$ cat src/rtl/regfile_pkg.sv
// Shared definitions for the architectural register file.
// Holds the data / register-index / ROB-tag widths and their range typedefs,
// the True/False constants and the hard-wired zero register index.
// Optional feature macro used elsewhere: REGFILE_BYPASS_EN.
package regfile_pkg;

  localparam int XLEN   = 32;
  localparam int NREG   = 32;
  localparam int REG_AW = 5;
  localparam int ROB_W  = 4;

  typedef logic [XLEN-1:0]   Data_Len;
  typedef logic [REG_AW-1:0] Reg_Addr_Len;
  typedef logic [ROB_W-1:0]  Rob_Addr_Len;

  localparam logic True  = 1'b1;
  localparam logic False = 1'b0;

  localparam Reg_Addr_Len ZERO_REG = '0;

endpackage

$ cat src/rtl/regfile_if.sv
// Bus between the issue stage / reorder buffer (master) and the register file (slave).
// Signals:
//   rdy                          global enable
//   has_misbranch                ROB flush pulse
//   issue_valid/rd/rob_num       destination rename from the issue stage
//   rs1/rs2_addr                 source operand indices
//   rs1/rs2_busy/rob_num/data    source operand lookup results
//   has_to_reg, dest_reg_num,
//   out_reg_data, out_reg_rob_num  in-order commit stream from the ROB
interface regfile_if;
  import regfile_pkg::*;

  logic        rdy;
  logic        has_misbranch;
  logic        issue_valid;
  Reg_Addr_Len issue_rd;
  Rob_Addr_Len issue_rob_num;
  Reg_Addr_Len rs1_addr;
  Reg_Addr_Len rs2_addr;
  logic        rs1_busy;
  logic        rs2_busy;
  Rob_Addr_Len rs1_rob_num;
  Rob_Addr_Len rs2_rob_num;
  Data_Len     rs1_data;
  Data_Len     rs2_data;
  logic        has_to_reg;
  Reg_Addr_Len dest_reg_num;
  Data_Len     out_reg_data;
  Rob_Addr_Len out_reg_rob_num;

  modport master (
    output rdy, has_misbranch, issue_valid, issue_rd, issue_rob_num,
    output rs1_addr, rs2_addr,
    input  rs1_busy, rs2_busy, rs1_rob_num, rs2_rob_num, rs1_data, rs2_data,
    output has_to_reg, dest_reg_num, out_reg_data, out_reg_rob_num
  );

  modport slave (
    input  rdy, has_misbranch, issue_valid, issue_rd, issue_rob_num,
    input  rs1_addr, rs2_addr,
    output rs1_busy, rs2_busy, rs1_rob_num, rs2_rob_num, rs1_data, rs2_data,
    input  has_to_reg, dest_reg_num, out_reg_data, out_reg_rob_num
  );

endinterface

$ cat src/rtl/regfile_read_port.sv
// One combinational read port of the register file.
// Ports:
//   addr_i                      register index to look up
//   data_i/busy_i/tag_i         full register state
//   commit_*_i                  same-cycle commit (only with REGFILE_BYPASS_EN)
//   busy_o/tag_o/data_o         lookup result; x0 always reads as all zero
// Macro REGFILE_BYPASS_EN: forward a matching same-cycle commit as a ready value.
module regfile_read_port
  import regfile_pkg::*;
(
  input  Reg_Addr_Len              addr_i,
  input  Data_Len     [NREG-1:0]   data_i,
  input  logic        [NREG-1:0]   busy_i,
  input  Rob_Addr_Len [NREG-1:0]   tag_i,
`ifdef REGFILE_BYPASS_EN
  input  logic                     commit_valid_i,
  input  Reg_Addr_Len              commit_reg_i,
  input  Data_Len                  commit_data_i,
  input  Rob_Addr_Len              commit_tag_i,
`endif
  output logic                     busy_o,
  output Rob_Addr_Len              tag_o,
  output Data_Len                  data_o
);

  always_comb begin
    busy_o = busy_i[addr_i];
    tag_o  = tag_i[addr_i];
    data_o = data_i[addr_i];
`ifdef REGFILE_BYPASS_EN
    // Only the commit of the current owner may forward; an older producer's
    // commit would otherwise hide the younger pending rename.
    if (commit_valid_i && (commit_reg_i == addr_i) && (addr_i != ZERO_REG) &&
        busy_i[addr_i] && (tag_i[addr_i] == commit_tag_i)) begin
      busy_o = False;
      data_o = commit_data_i;
    end
`endif
    if (addr_i == ZERO_REG) begin
      busy_o = False;
      tag_o  = '0;
      data_o = '0;
    end
  end

endmodule

$ cat src/rtl/regfile.sv
// Architectural register file with rename status for the Tomasulo core.
// Ports:
//   clk, rst   clock and asynchronous active-high reset
//   bus        regfile_if.slave: issue rename, two read ports, ROB commit/flush
// Each register holds a value, a busy flag and the ROB tag of its pending producer.
// Macro REGFILE_BYPASS_EN: read ports forward a same-cycle matching commit.
module regfile
  import regfile_pkg::*;
(
  input  logic      clk,
  input  logic      rst,
  regfile_if.slave  bus
);

  Data_Len     [NREG-1:0] data_q, data_d;
  logic        [NREG-1:0] busy_q, busy_d;
  Rob_Addr_Len [NREG-1:0] tag_q,  tag_d;

  logic commit_en;
  logic rename_en;

  assign commit_en = bus.has_to_reg && (bus.dest_reg_num != ZERO_REG);
  assign rename_en = bus.issue_valid && !bus.has_misbranch && (bus.issue_rd != ZERO_REG);

  // Commit is applied first so that a same-cycle rename of the same register
  // overrides the busy clear; a flush clears every busy bit after both.
  always_comb begin
    data_d = data_q;
    busy_d = busy_q;
    tag_d  = tag_q;
    if (commit_en) begin
      data_d[bus.dest_reg_num] = bus.out_reg_data;
      if (busy_q[bus.dest_reg_num] && (tag_q[bus.dest_reg_num] == bus.out_reg_rob_num))
        busy_d[bus.dest_reg_num] = False;
    end
    if (bus.has_misbranch) begin
      busy_d = '0;
    end else if (rename_en) begin
      busy_d[bus.issue_rd] = True;
      tag_d[bus.issue_rd]  = bus.issue_rob_num;
    end
  end

  always_ff @(posedge clk or posedge rst) begin
    if (rst) begin
      data_q <= '0;
      busy_q <= '0;
      tag_q  <= '0;
    end else if (bus.rdy) begin
      data_q <= data_d;
      busy_q <= busy_d;
      tag_q  <= tag_d;
    end
  end

  regfile_read_port u_rs1 (
    .addr_i         (bus.rs1_addr),
    .data_i         (data_q),
    .busy_i         (busy_q),
    .tag_i          (tag_q),
`ifdef REGFILE_BYPASS_EN
    .commit_valid_i (bus.has_to_reg),
    .commit_reg_i   (bus.dest_reg_num),
    .commit_data_i  (bus.out_reg_data),
    .commit_tag_i   (bus.out_reg_rob_num),
`endif
    .busy_o         (bus.rs1_busy),
    .tag_o          (bus.rs1_rob_num),
    .data_o         (bus.rs1_data)
  );

  regfile_read_port u_rs2 (
    .addr_i         (bus.rs2_addr),
    .data_i         (data_q),
    .busy_i         (busy_q),
    .tag_i          (tag_q),
`ifdef REGFILE_BYPASS_EN
    .commit_valid_i (bus.has_to_reg),
    .commit_reg_i   (bus.dest_reg_num),
    .commit_data_i  (bus.out_reg_data),
    .commit_tag_i   (bus.out_reg_rob_num),
`endif
    .busy_o         (bus.rs2_busy),
    .tag_o          (bus.rs2_rob_num),
    .data_o         (bus.rs2_data)
  );

endmodule

$ cat src/flat_wrapper.sv
// flat-port wrapper written by rule: the top's interface ports become plain ports
module regfile_flat import regfile_pkg::*;
  (clk, rst, bus_rdy, bus_has_misbranch, bus_issue_valid, bus_issue_rd, bus_issue_rob_num, bus_rs1_addr, bus_rs2_addr, bus_rs1_busy, bus_rs2_busy, bus_rs1_rob_num, bus_rs2_rob_num, bus_rs1_data, bus_rs2_data, bus_has_to_reg, bus_dest_reg_num, bus_out_reg_data, bus_out_reg_rob_num);
  regfile_if bus_i ();
  input  logic clk;
  input  logic rst;
  input wire logic [$bits(bus_i.rdy)-1:0] bus_rdy;
  input wire logic [$bits(bus_i.has_misbranch)-1:0] bus_has_misbranch;
  input wire logic [$bits(bus_i.issue_valid)-1:0] bus_issue_valid;
  input wire logic [$bits(bus_i.issue_rd)-1:0] bus_issue_rd;
  input wire logic [$bits(bus_i.issue_rob_num)-1:0] bus_issue_rob_num;
  input wire logic [$bits(bus_i.rs1_addr)-1:0] bus_rs1_addr;
  input wire logic [$bits(bus_i.rs2_addr)-1:0] bus_rs2_addr;
  output wire logic [$bits(bus_i.rs1_busy)-1:0] bus_rs1_busy;
  output wire logic [$bits(bus_i.rs2_busy)-1:0] bus_rs2_busy;
  output wire logic [$bits(bus_i.rs1_rob_num)-1:0] bus_rs1_rob_num;
  output wire logic [$bits(bus_i.rs2_rob_num)-1:0] bus_rs2_rob_num;
  output wire logic [$bits(bus_i.rs1_data)-1:0] bus_rs1_data;
  output wire logic [$bits(bus_i.rs2_data)-1:0] bus_rs2_data;
  input wire logic [$bits(bus_i.has_to_reg)-1:0] bus_has_to_reg;
  input wire logic [$bits(bus_i.dest_reg_num)-1:0] bus_dest_reg_num;
  input wire logic [$bits(bus_i.out_reg_data)-1:0] bus_out_reg_data;
  input wire logic [$bits(bus_i.out_reg_rob_num)-1:0] bus_out_reg_rob_num;
  assign bus_i.rdy = bus_rdy;
  assign bus_i.has_misbranch = bus_has_misbranch;
  assign bus_i.issue_valid = bus_issue_valid;
  assign bus_i.issue_rd = bus_issue_rd;
  assign bus_i.issue_rob_num = bus_issue_rob_num;
  assign bus_i.rs1_addr = bus_rs1_addr;
  assign bus_i.rs2_addr = bus_rs2_addr;
  assign bus_rs1_busy = bus_i.rs1_busy;
  assign bus_rs2_busy = bus_i.rs2_busy;
  assign bus_rs1_rob_num = bus_i.rs1_rob_num;
  assign bus_rs2_rob_num = bus_i.rs2_rob_num;
  assign bus_rs1_data = bus_i.rs1_data;
  assign bus_rs2_data = bus_i.rs2_data;
  assign bus_i.has_to_reg = bus_has_to_reg;
  assign bus_i.dest_reg_num = bus_dest_reg_num;
  assign bus_i.out_reg_data = bus_out_reg_data;
  assign bus_i.out_reg_rob_num = bus_out_reg_rob_num;
  regfile u_core (.clk(clk), .rst(rst), .bus(bus_i));
endmodule
$ cat config.mk
export PLATFORM = sky130hd
export DESIGN_NAME = regfile_flat
export DESIGN_NICKNAME = d
export VERILOG_FILES = /design/src/rtl/regfile_pkg.sv /design/src/rtl/regfile_if.sv /design/src/rtl/regfile_read_port.sv /design/src/rtl/regfile.sv /design/src/flat_wrapper.sv
export SDC_FILE = /design/constraint.sdc
export NUM_CORES = 2
export LEC_CHECK = 0
export CAP_MARGIN = 20
export CORE_MARGIN = 2
export CORE_UTILIZATION = 40
export CTS_BUF_LIST = sky130_fd_sc_hd__clkbuf_4 sky130_fd_sc_hd__clkbuf_8
export DETAILED_ROUTE_END_ITERATION = 10
export GPL_ROUTABILITY_DRIVEN = 0
export GPL_TIMING_DRIVEN = 0
export HOLD_SLACK_MARGIN = 0.1
export PLACE_DENSITY = 0.63
export SETUP_SLACK_MARGIN = 0.02
export SLEW_MARGIN = 20
export SYNTH_ARGS = -nofsm -noshare
export SYNTH_HDL_FRONTEND = slang
export SYNTH_SLANG_ARGS = --single-unit
$ cat constraint.sdc
create_clock -name clk -period 55 [get_ports clk]
set_clock_uncertainty 0.1 [all_clocks]
set_input_delay 11 -clock clk [delete_from_list [all_inputs] [get_ports clk]]
set_output_delay 11 -clock clk [all_outputs]
set_load 0.05 [all_outputs]
# Word level (Yosys, flattened, before mapping)
# Cells that the tools add are included.
dict set report op_classes {
  magnitude_cmp 6
  n_eq_ne 1
  muxes 36
  bitwise 4
  n_reduce_logical 13
}
# operator n
set op_table {}
lappend op_table {{bitwise mux 1024 bit} 1}
lappend op_table {{binary-select mux 32 bit (select 5 bit)} 2}
lappend op_table {{2-to-1 mux 32 bit} 9}
lappend op_table {{demux 32 bit (select 5 bit)} 1}
lappend op_table {{bitwise mux 128 bit} 1}
lappend op_table {{binary-select mux 4 bit (select 5 bit)} 3}
lappend op_table {{bitwise AND 32 bit} 1}
lappend op_table {{inverter 32 bit} 1}
lappend op_table {{bitwise OR 32 bit} 1}
lappend op_table {{less-than comparator 5 x 6 -> 1 bit, second input constant} 4}
lappend op_table {{2-to-1 mux 4 bit} 6}
lappend op_table {{demux 4 bit (select 5 bit)} 1}
lappend op_table {{binary-select mux 1 bit (select 5 bit)} 3}
lappend op_table {{demux 1 bit (select 5 bit)} 2}
lappend op_table {{greater-or-equal comparator 5 x 1 -> 1 bit, second input constant} 2}
lappend op_table {{logical NOT 5 bit} 2}
lappend op_table {{nonzero test 5 bit} 2}
lappend op_table {{2-to-1 mux 1 bit} 7}
lappend op_table {{logical AND 1 bit} 6}
lappend op_table {{equality test 4 bit} 1}
lappend op_table {{AND reduction 3 bit} 1}
lappend op_table {{AND reduction 2 bit} 1}
lappend op_table {{logical NOT 1 bit} 1}
lappend op_table {{inverter 1 bit} 1}
dict set report word_totals {
  regBits 1184
  output_inout_bits 74
  wordCells 125
}

# Logic depth before layout (Yosys ltp)
dict set report depth {
  depth_word 11
  mapped_depth 13
}

# Hierarchy
# From an unflattened synthesis, not the netlist that was laid out.
dict set report unflattened {
  cells_unflattened 4542
  area_unflattened_um2 65535.4
}
# module n_inst cells_per_inst area_each_um2 seq_area_each_um2
set modules_own_cells {}
lappend modules_own_cells {regfile 1 3012 45786.4 29628.4}
lappend modules_own_cells {regfile_read_port 2 765 9874.5 0.0}

# Worst setup path before layout
# Ideal clock, no wire load.
dict set report synth_path {
  path_kind {input-to-output}
  startpoint {input port bus_rs1_addr[0]}
  endpoint {output port bus_rs1_data[10]}
  arrival_ns 13.615
  required_time_ns 43.900
  slack_ns 30.285
  path_stages 7
  path_buffers 3
  path_cell_list {clkbuf_1 -> buf_1 -> buf_1 -> mux4_2 -> mux4_2 -> mux2i_1 -> nor2_1}
}
dict set report synth_between {
  elab_chain_cells 3
  elab_cells_between_ends 4
}
# element line_no
set synth_rtl {}
lappend synth_rtl {{start, declared} flat_wrapper.sv:12} ;# input wire logic [$bits(bus_i.rs1_addr)-1:0] bus_rs1_addr;
lappend synth_rtl {{binary-select mux 32 bit (select 5 bit)} regfile_read_port.sv:29} ;# data_o = data_i[addr_i];
lappend synth_rtl {{2-to-1 mux 32 bit (not written as such)} regfile_read_port.sv:29}
lappend synth_rtl {{2-to-1 mux 32 bit (*)} regfile_read_port.sv:39} ;# if (addr_i == ZERO_REG) begin
lappend synth_rtl {{end, declared} flat_wrapper.sv:18} ;# output wire logic [$bits(bus_i.rs1_data)-1:0] bus_rs1_data;
# Mark *: on every way between the ends. The rest lies on a longest branch, timed or not. The select of a mux whose other input is x is not followed.

# Worst setup path after layout
dict set report layout_path {
  startpoint {input port bus_rs2_addr[0]}
  endpoint {output port bus_rs2_data[30]}
}
dict set report layout_between {
  elab_chain_cells 3
  elab_cells_between_ends 4
}
# element line_no
set layout_rtl {}
lappend layout_rtl {{start, declared} flat_wrapper.sv:13} ;# input wire logic [$bits(bus_i.rs2_addr)-1:0] bus_rs2_addr;
lappend layout_rtl {{binary-select mux 32 bit (select 5 bit)} regfile_read_port.sv:29}
lappend layout_rtl {{2-to-1 mux 32 bit (not written as such)} regfile_read_port.sv:29}
lappend layout_rtl {{2-to-1 mux 32 bit (*)} regfile_read_port.sv:39}
lappend layout_rtl {{end, declared} flat_wrapper.sv:19} ;# output wire logic [$bits(bus_i.rs2_data)-1:0] bus_rs2_data;
# Marked as above.

==> flow_summary.ini <==
[status]
outcome = complete, no violations

[global_routing]
grt_pass1_wl_um = 325200
antenna_found_initial = 6
gr-total-overflow = 0
grt_max_degree = 105
grt_use_total_pct = 28.22
grt_pass1_vias = 44140

[layout]
post-route-util_pct = 45.71
syn2layout_area_growth_pct = 13.89
final_cells = 6593
drive_above_1_share_pct = 54.06
nets = 4413

[setup_path]
cp-end-kind = output port
cp.arrival_ns = 15.71
critPathKind = in2out
start_kind = input port
crit_fanout = 10
required_ns = 43.90

[logic_synthesis]
syn_area_um2 = 64220
synthArstFlopShare_pct = 100.0
synth_ff_type = dfrtp_1
syn_nets = 4053
avgSynthCellArea_um2 = 16.11
yosys_warnings = 0
synth-edff-count = 0
synthCells = 3987
synth_cell_types = 53
ys_ff_latch = 1184
yosysSeqAreaShare_pct = 46.14

[routing]
drt-initial-drc-count = 5132
first_pass_iters = 8
route.antenna.remaining_nets = 0
viasPerCell = 6.486
wirelength_um = 229600
num_vias = 42760
post_drt_wl_per_cell_um = 34.83
post-route-drc-count = 0

[clock_network]
clk_path_buf_depth = 3
htreeDepth = 4
postCtsResizedCells = 0
post_cts_buffers = 0
cts_root_buf = clkbuf_8
cts_buffers = 203
clk_pin_slew_ns = 0.06
holdBufCountCts = 0
insertion_delay_ns = 0.98
clock_sinks = 1184
cts_tree = built

[floorplan]
start_util_pct = 40.13
io_pins = 140
die_h_um = 404.7
core_um2 = 160000
fp.dieW_um = 404.7
dieArea_um2 = 163800
rows = 147

[sta]
fmax_mhz = 37.30
fin_crit_sh_pct = 48.75
hold_viol = 0
slew_headroom_pct = 16.10
final_max_slew_viol_count = 0
setup_viol = 0
fin_ws_ns = 28.19
min_period_ns = 26.81
worstMarginPinSlew_ns = 1.258
rsz0062_at_grt = false

[place]
place_hpwl_um = 157800
portBuffers = 130
pre_cts_ws_ns = 28.26
dp.cells = 6222

[power]
irDropWorstVdd_mv = 0.02884
power_leakage_nw = 31.90
power.density_nw_per_um2 = 32.66

[min_path]
hold_class = reg2reg

[run]
maxCapViolCount = 0
final timing paths:
kind                                                   start                             end  slack, ns  cells after the start
max in group asynchronous                                rst  u_core.data_q[100]$_DFFE_PP0P_      41.22                      8
worst max-delay path                         bus_rs2_addr[0]                bus_rs2_data[30]      28.19                      8
worst max register to register  u_core.tag_q[28]$_DFFE_PP0P_   u_core.busy_q[16]$_DFFE_PP0P_      51.61                     10
worst min register to register  u_core.data_q[8]$_DFFE_PP0P_    u_core.data_q[8]$_DFFE_PP0P_       0.38                      1
min in group asynchronous                                rst  u_core.data_q[247]$_DFFE_PP0P_      10.48                      2
worst min-delay path            u_core.data_q[8]$_DFFE_PP0P_    u_core.data_q[8]$_DFFE_PP0P_       0.38                      1
cell type report:
cell class                      count  area (um^2)
Buffer                            457         1938
Antenna cell                        3        7.507
Clock inverter                     31        237.7
Tap cell                         2086         2610
Sequential cell                  1184        29630
Fill cell                       14140        86880
Timing Repair Buffer              155         1783
Multi-Input combinational cell   2338        32820
Inverter                            8        37.54
Clock buffer                      331         4080
stage by stage:
stage / power [mW] / instance area (um^2) / TNS, ns / hold slack (ns)
after CTS: 2.391 / 73040 / 0 / 0.3805
after floorplan: 1.384 / 64220 / 0 / 0.3413
after detailed placement: 1.537 / 68720 / 0 / 0.3636
final: 2.389 / 73140 / 0 / 0.3786
after global placement: 1.522 / 68130 / -4743.03 / 0.3518
after global routing: 2.468 / 73140 / 0 / 0.3931
Yosys cell counts, types with 3 or more instances:
cell type | number | share of area (%)
buf_1 | 102 | 0.60
buf_2 | 12 | 0.094
mux2_2 | 1118 | 20
buf_6 | 4 | 0.070
a21oi_1 | 5 | 0.039
nand3_1 | 11 | 0.086
and2_1 | 4 | 0.039
nor2b_1 | 10 | 0.097
inv_1 | 7 | 0.041
nor3_1 | 6 | 0.047
a22oi_1 | 20 | 0.23
nor2_1 | 102 | 0.60
a221oi_1 | 7 | 0.095
dfrtp_1 | 1184 | 46
clkbuf_1 | 336 | 2.0
a31o_2 | 3 | 0.041
o22ai_1 | 5 | 0.049
and3_1 | 4 | 0.039
nor4_1 | 16 | 0.16
xnor2_1 | 3 | 0.041
o21ai_0 | 19 | 0.15
buf_4 | 3 | 0.035
or4_1 | 9 | 0.11
nand2_1 | 53 | 0.31
o311ai_0 | 11 | 0.15
nor3b_1 | 5 | 0.058
nand2b_1 | 22 | 0.21
mux2i_1 | 104 | 1.6
a31o_1 | 4 | 0.055
nand4_1 | 3 | 0.029
mux4_2 | 764 | 27
o32ai_1 | 3 | 0.041
state kept, by name (all words and copies together) (netlist names):
signal,count
u_core.data_q,1024
u_core.tag_q,128
u_core.busy_q,32
worst max-delay path, cell delays in order:
cell and delay (ns):
clkbuf_1 0.38, clkbuf_2 0.56, buf_2 0.50, or4_1 0.65
nor2_4 0.60, clkbuf_1 0.82, nor2_1 0.37, clkdlybuf4s50_1 0.80
cell usage in the layout (no fill, tap or decap), types with 11 or more instances in the layout:
master,count
nand3_1,11
clkinv_2,17
a22oi_1,20
clkbuf_1,265
dfrtp_1,1184
buf_2,71
clkbuf_2,77
nor4_1,15
nand2_1,53
clkbuf_8,255
mux2i_1,104
buf_16,13
buf_1,40
buf_6,11
mux4_2,764
nand2b_1,22
mux2_2,1118
o21ai_0,19
clkdlybuf4s50_1,130
nor2_1,100
clkbuf_4,76
o311ai_0,11
cell families after synthesis:
logic type             Yosys count  share of synthesized area, %
multiplexers                  1986                         48.02
flip-flops                    1184                         46.14
XOR/XNOR                         5                       0.06821
buffers and inverters          465                         2.806
AND/OR/NAND/NOR                261                         1.985
AO/OA/AOI/OAI                   86                        0.9839
metal layers:
metal  GRT usage (%)  wire length, um
met1           36.76            89050
met2           43.29           105100
met3           8.207            22970
met4           13.83            12460
met5          0.1189               21
report_power, final:
part,internal (mW),total [mW],switching [mW]
clock network,0.471,0.861,0.389
logic,0.246,0.471,0.225
registers,0.978,1.06,0.0790
No activity file was read; power rests on OpenSTA's default activity.
